File: src/rtl/avalon_master.sv
// Avalon-MM master engine: turns single or incrementing burst commands into
// waitrequest-compliant transfers, with a stall timeout that aborts hung slaves.
module avalon_master #(
    parameter int unsigned ADDR_WIDTH   = 32,
    parameter int unsigned DATA_WIDTH   = 32,
    parameter int unsigned READ_LATENCY = 1,
    parameter int unsigned TIMEOUT      = 256
) (
    input  logic                  iClk,
    input  logic                  iReset,
    input  logic                  cmd_valid,
    output logic                  cmd_ready,
    input  logic                  cmd_write,
    input  logic [ADDR_WIDTH-1:0] cmd_address,
    input  logic [3:0]            cmd_byteenable,
    input  logic [4:0]            cmd_length,
    input  logic [DATA_WIDTH-1:0] wr_data,
    input  logic                  wr_valid,
    output logic                  wr_ready,
    output logic [DATA_WIDTH-1:0] rd_data,
    output logic                  rd_valid,
    output logic                  done,
    output logic                  error,
    output logic [ADDR_WIDTH-1:0] avm_address,
    output logic [3:0]            avm_byteenable,
    output logic                  avm_read,
    output logic                  avm_write,
    output logic [DATA_WIDTH-1:0] avm_writedata,
    input  logic [DATA_WIDTH-1:0] avm_readdata,
    input  logic                  avm_waitrequest
);

    typedef enum logic [2:0] {
        S_IDLE,
        S_WR_FETCH,
        S_WR_BUS,
        S_RD_BUS,
        S_RD_LAT
    } state_t;

    localparam int unsigned TW = (TIMEOUT > 1) ? $clog2(TIMEOUT + 1) : 1;

    state_t                state_q, state_d;
    logic [ADDR_WIDTH-1:0] avm_address_q, avm_address_d;
    logic [3:0]            avm_byteenable_q, avm_byteenable_d;
    logic                  avm_read_q, avm_read_d;
    logic                  avm_write_q, avm_write_d;
    logic [DATA_WIDTH-1:0] avm_writedata_q, avm_writedata_d;
    logic [DATA_WIDTH-1:0] rd_data_q, rd_data_d;
    logic                  rd_valid_q, rd_valid_d;
    logic                  done_q, done_d;
    logic                  error_q, error_d;
    logic [4:0]            beats_q, beats_d;
    logic [TW-1:0]         timer_q, timer_d;

    logic [4:0]            norm_len;
    logic [ADDR_WIDTH-1:0] addr_next;
    logic [TW-1:0]         timer_inc;
    logic                  timeout_hit;
    logic                  last_beat;

    assign cmd_ready = (state_q == S_IDLE) && !iReset;
    assign wr_ready  = (state_q == S_WR_FETCH);

    assign norm_len    = (cmd_length == 5'd0) ? 5'd1 :
                         (cmd_length > 5'd16) ? 5'd16 : cmd_length;
    assign addr_next   = avm_address_q + ADDR_WIDTH'(4);
    assign last_beat   = (beats_q == 5'd1);
    assign timer_inc   = timer_q + TW'(1);
    // Only evaluated while stalled in a bus state, so it marks the TIMEOUT-th stall cycle.
    assign timeout_hit = (TIMEOUT != 0) && (timer_inc == TW'(TIMEOUT));

    always_comb begin
        state_d          = state_q;
        avm_address_d    = avm_address_q;
        avm_byteenable_d = avm_byteenable_q;
        avm_read_d       = avm_read_q;
        avm_write_d      = avm_write_q;
        avm_writedata_d  = avm_writedata_q;
        rd_data_d        = rd_data_q;
        rd_valid_d       = 1'b0;
        done_d           = 1'b0;
        error_d          = 1'b0;
        beats_d          = beats_q;
        timer_d          = '0;

        case (state_q)
            S_IDLE: begin
                if (cmd_valid && cmd_ready) begin
                    avm_address_d    = cmd_address & ~ADDR_WIDTH'(3);
                    avm_byteenable_d = cmd_byteenable;
                    beats_d          = norm_len;
                    if (cmd_write) begin
                        state_d = S_WR_FETCH;
                    end else begin
                        state_d    = S_RD_BUS;
                        avm_read_d = 1'b1;
                    end
                end
            end

            S_WR_FETCH: begin
                if (wr_valid) begin
                    avm_writedata_d = wr_data;
                    avm_write_d     = 1'b1;
                    state_d         = S_WR_BUS;
                end
            end

            S_WR_BUS: begin
                if (!avm_waitrequest) begin
                    avm_write_d   = 1'b0;
                    avm_address_d = addr_next;
                    beats_d       = beats_q - 5'd1;
                    if (last_beat) begin
                        state_d = S_IDLE;
                        done_d  = 1'b1;
                    end else begin
                        state_d = S_WR_FETCH;
                    end
                end else if (timeout_hit) begin
                    avm_write_d = 1'b0;
                    state_d     = S_IDLE;
                    done_d      = 1'b1;
                    error_d     = 1'b1;
                end else begin
                    timer_d = timer_inc;
                end
            end

            S_RD_BUS: begin
                if (!avm_waitrequest) begin
                    if (READ_LATENCY == 0) begin
                        rd_data_d     = avm_readdata;
                        rd_valid_d    = 1'b1;
                        avm_address_d = addr_next;
                        beats_d       = beats_q - 5'd1;
                        if (last_beat) begin
                            avm_read_d = 1'b0;
                            state_d    = S_IDLE;
                            done_d     = 1'b1;
                        end
                    end else begin
                        avm_read_d = 1'b0;
                        state_d    = S_RD_LAT;
                    end
                end else if (timeout_hit) begin
                    avm_read_d = 1'b0;
                    state_d    = S_IDLE;
                    done_d     = 1'b1;
                    error_d    = 1'b1;
                end else begin
                    timer_d = timer_inc;
                end
            end

            S_RD_LAT: begin
                rd_data_d     = avm_readdata;
                rd_valid_d    = 1'b1;
                avm_address_d = addr_next;
                beats_d       = beats_q - 5'd1;
                if (last_beat) begin
                    state_d = S_IDLE;
                    done_d  = 1'b1;
                end else begin
                    state_d    = S_RD_BUS;
                    avm_read_d = 1'b1;
                end
            end

            default: begin
                state_d     = S_IDLE;
                avm_read_d  = 1'b0;
                avm_write_d = 1'b0;
            end
        endcase
    end

    always_ff @(posedge iClk) begin
        if (iReset) begin
            state_q          <= S_IDLE;
            avm_address_q    <= '0;
            avm_byteenable_q <= '0;
            avm_read_q       <= 1'b0;
            avm_write_q      <= 1'b0;
            avm_writedata_q  <= '0;
            rd_data_q        <= '0;
            rd_valid_q       <= 1'b0;
            done_q           <= 1'b0;
            error_q          <= 1'b0;
            beats_q          <= '0;
            timer_q          <= '0;
        end else begin
            state_q          <= state_d;
            avm_address_q    <= avm_address_d;
            avm_byteenable_q <= avm_byteenable_d;
            avm_read_q       <= avm_read_d;
            avm_write_q      <= avm_write_d;
            avm_writedata_q  <= avm_writedata_d;
            rd_data_q        <= rd_data_d;
            rd_valid_q       <= rd_valid_d;
            done_q           <= done_d;
            error_q          <= error_d;
            beats_q          <= beats_d;
            timer_q          <= timer_d;
        end
    end

    assign avm_address    = avm_address_q;
    assign avm_byteenable = avm_byteenable_q;
    assign avm_read       = avm_read_q;
    assign avm_write      = avm_write_q;
    assign avm_writedata  = avm_writedata_q;
    assign rd_data        = rd_data_q;
    assign rd_valid       = rd_valid_q;
    assign done           = done_q;
    assign error          = error_q;

endmodule

File: config.mk
export PLATFORM = sky130hd
export DESIGN_NAME = avalon_master
export DESIGN_NICKNAME = d
export VERILOG_FILES = /design/src/rtl/avalon_master.sv
export SDC_FILE = /design/constraint.sdc
export NUM_CORES = 1
export LEC_CHECK = 0
export ABC_CLOCK_PERIOD_IN_PS = 2500
export CAP_MARGIN = 30
export CORE_MARGIN = 4
export CORE_UTILIZATION = 35
export CTS_CLUSTER_DIAMETER = 50
export CTS_CLUSTER_SIZE = 28
export DETAILED_ROUTE_END_ITERATION = 6
export GPL_TIMING_DRIVEN = 0
export HOLD_SLACK_MARGIN = 0.15
export PLACE_DENSITY = 0.74
export SYNTH_ARGS = -nofsm -noshare
export SYNTH_HDL_FRONTEND = slang
export SYNTH_SLANG_ARGS = --single-unit
File: constraint.sdc
create_clock -name iClk -period 2.5 [get_ports iClk]
set_input_delay 0.5 -clock iClk [delete_from_list [all_inputs] [get_ports iClk]]
set_output_delay 0.5 -clock iClk [all_outputs]
set_load 0.1 [all_outputs]
==> flow_summary.yaml <==
setup_path:
  cp_slowest_cell: "clkdlybuf4s50_1"
  end_kind: "output pin"
  path_class: "reg -> out"
  required_ps: 2000
  r2r_end: "done"
  cp_max_fo: 3
  path_cells: "clkdlybuf4s50_1"
  reg2reg_depth: 5
  path_delay_family: "buffers and inverters"
  crit_arrival_ps: 1940
  critPathMaxStageDelay_ps: 1150
  r2r_start: "beats_q[0]"
  critPathLaunchType: "flop"
  crit_buf_inv: 1
  regToRegSetupSlack_ps: 240
clock_network:
  cts_inserted_buffers: 17
  postCtsHoldBufs: 0
  cts_tree: "done"
  clk_latency_ps: 420
  postCtsSetupBuffers: 0
  max-clock-path-buffers: 2
  cts_htree_levels: 4
  root_buffer: "clkbuf_16"
  clkSlewWorstSetupHoldPaths_ps: 60
  clock-sinks: 120
synth:
  synthFlopType: "dfxtp_1"
  yosys-top-cells-area: "dfxtp_1, nand2_1, a21oi_1"
  synth_cells: 720
  synth_area_mm2: 0.005563
  synth_area_per_cell_um2: 7.726
  synth_edf_count: 0
  synth_warnings: 0
  yosysSeqAreaShare: 0.4318
  synth-async-reset-ratio: 0
  synth.largest_area_cell: "dfxtp_1"
  yosysTopAreaCellShare: 0.4318
  synth_seq_cells: 120
  synth_cell_types: 71
grt:
  grt_max_degree: 17
  grt_usage: 0.2155
  antenna_found_initial: 0
  grt_pass1_wl_mm: 30.85
  grt.overflow.total: 0
  grt_pass1_vias: 5704
floorplanning:
  initial_core_util: 0.3619
  die_w_um: 134.1
  core_area_mm2: 0.01537
  die_area_mm2: 0.01797
  io_pins: 218
  rows: 45
  die_y_um: 134.1
final_layout:
  multiInputGateArea_mm2: 0.002899
  ff_latch_area_mm2: 0.002407
  area_delta_synth_final_pct: 55.60
  layout.nets: 1068
  fillers: 1448
  antenna_cells: 0
  layout-drive-gt1-share: 0.07876
timing:
  setup_violations: 0
  min_period_over_period: 0.9775
  fmax_mhz: 409.2
  worst_slew_pin_slew_ps: 1071
  hold-worst-slack_ps: 450.5
  post-route-min-period_ps: 2444
  tns_ps: 0
  slew_headroom: 0.2762
  finalHoldViolations: 0
  slew_viol_final: 0
  finClkSkew_ps: 9.817
  rsz0062_at_grt: "no"
pwr:
  peakVddDrop_v: 0.0007250
  swShare: 0.4547
  p_int_w: 0.005096
  clkPwrFrac: 0.296
  leakage_nw: 3.202
  comb_power_share: 0.438
  netSwitchingPower_w: 0.004248
  power_frac_seq: 0.266
  pwr_density_cell_mw_per_mm2: 1079
detailed_routing:
  vias: 6123
  dr.first_iter.drc_count: 523
  vias_per_cell: 5.207
  drc: 0
  wl_mm: 19.72
  drt-met1-wl_mm: 8.433
  met3_length_mm: 1.701
  ant_nets: 0
  dr.pass1.iters: 5
  routedWlPerCell_um: 16.77
  maxUsedRoutingLayer: "met4"
  wl_met2_mm: 9.292
run:
  drv_cap: 0
placement:
  gp_congestion: 0.8545
  port_buffers: 212
  dp_hpwl_mm: 14.14
worst_hold_path:
  min_from: "rd_data[17]"
  min_delay_path_depth: 2
  worstHoldEndpoint: "rd_data[17]"
  hold_class: "reg -> reg"
run_status:
  status: "completed"
==> cell type report <==
| type | instances | share of cell area |
|---|---|---|
| Multi-Input combinational cell | 535 | 0.3349 |
| Sequential cell | 120 | 0.2781 |
| Timing Repair Buffer | 212 | 0.2452 |
| Clock buffer | 21 | 0.05435 |
| Tap cell | 211 | 0.03050 |
| Buffer | 56 | 0.03021 |
| Clock inverter | 11 | 0.02241 |
| Inverter | 10 | 0.004337 |
==> power by group through the flow <==
stage | clock network, W | logic [W] | registers [W]
6_report | 0.00276 | 0.00410 | 0.00248
5_1_grt | 0.00288 | 0.00431 | 0.00253
4_1_cts | 0.00280 | 0.00408 | 0.00248
3_5_place_dp | 0 | 0.00411 | 0.00251
3_3_place_gp | 0 | 0.00410 | 0.00251
2_1_floorplan | 0 | 0.00126 | 0.00424
==> state kept, by name (all words and copies together) (netlist names) <==
register        cells
avm_writedata      32
rd_data            32
avm_address        30
timer_q             9
beats_q             5
avm_byteenable      4
state_q             3
avm_read            1
avm_write           1
done                1
error               1
rd_valid            1
==> metal layers <==
metal,global-route usage,vias up
li1,-,2987
met1,0.2847,2830
met2,0.3464,280
met3,0.06302,26
met4,0.05769,0
met5,0,-
==> placed cells by master (no fill, tap or decap), drive strengths merged, types with 3 or more instances in the layout <==
| master | Yosys | final |
|---|---|---|
| clkdlybuf4s50 | 0 | 186 |
| nand2 | 171 | 171 |
| dfxtp | 120 | 120 |
| a21oi | 97 | 97 |
| clkbuf | 34 | 55 |
| nor2 | 47 | 47 |
| o21ai | 32 | 32 |
| buf | 22 | 23 |
| nor3 | 17 | 17 |
| nand3 | 16 | 16 |
| dlygate4sd2 | 0 | 15 |
| nand4 | 13 | 13 |
| and3 | 12 | 12 |
| a211oi | 11 | 11 |
| inv | 10 | 10 |
| a311oi | 10 | 10 |
| nor4 | 10 | 10 |
| dlymetal6s2s | 0 | 9 |
| a31oi | 7 | 7 |
| xnor2 | 6 | 6 |
| nor2b | 5 | 5 |
| ha | 5 | 5 |
| bufinv | 0 | 5 |
| and2 | 5 | 5 |
| nand3b | 4 | 4 |
| a21o | 4 | 4 |
| xor2 | 4 | 4 |
| clkinvlp | 0 | 4 |
| nor3b | 3 | 3 |
| or3 | 3 | 3 |
| nand2b | 3 | 3 |
| o211ai | 3 | 3 |
| o31ai | 3 | 3 |
| o22ai | 3 | 3 |
| a21boi | 3 | 3 |
| or2 | 3 | 3 |
==> cells in the mapped netlist (10+ instances only) <==
cell        n
a211oi_1   11
a311oi_1   10
nor2_1     46
nand3_1    15
clkbuf_1   34
and3_1     10
dfxtp_1   120
o21ai_0    30
a21oi_1    97
nand4_1    12
inv_1      10
buf_2      14
nor3_1     16
nand2_1   171
==> per-stage QoR <==
step           worst slack [ps]  utilization  cells  instance area (um2)  total power, W
6_report                  56.37       0.5631   1176                 8656        0.009344
3_5_place_dp             -226.2       0.5194   1144                 7984        0.006628
4_1_cts                   2.347       0.5616   1176                 8632        0.009358
5_1_grt                   1.116       0.5631   1176                 8656        0.009723
2_1_floorplan            -6.380            -    721                 5598        0.005499
3_3_place_gp             -174.2       0.5194   1144                 7984        0.006605
==> cell families after synthesis <==
kind of cell	count (synthesis)	synth area share
flops	120	0.4318
other cells	1	0.0006741
mux	2	0.003599
compound gates	201	0.2222
fa+ha+maj	5	0.01125
buf+inv	66	0.05376
xor+xnor	10	0.01574
simple gates	315	0.2609
==> repair_timing <==
item | 4_1_cts | 5_1_grt
pin swaps | 0 | 0
gates resized for setup | 21 | 12
endpoints found under the setup margin | 17 | 11
==> worst max-delay path by stage <==
stage | slack [ps] | cells past startpoint | start | end
floorplan | -6 | 6 | iReset | avm_address[27]
global placement | -170 | 8 | cmd_valid | avm_address[28]
detailed placement | -230 | 8 | cmd_valid | avm_address[28]
CTS | 2 | 4 | state_q[1] | wr_ready
global route | 1 | 1 | avm_writedata[28] | avm_writedata[28]
finish | 60 | 1 | avm_address[31] | avm_address[31]
No activity file was read; power rests on OpenSTA's default activity.
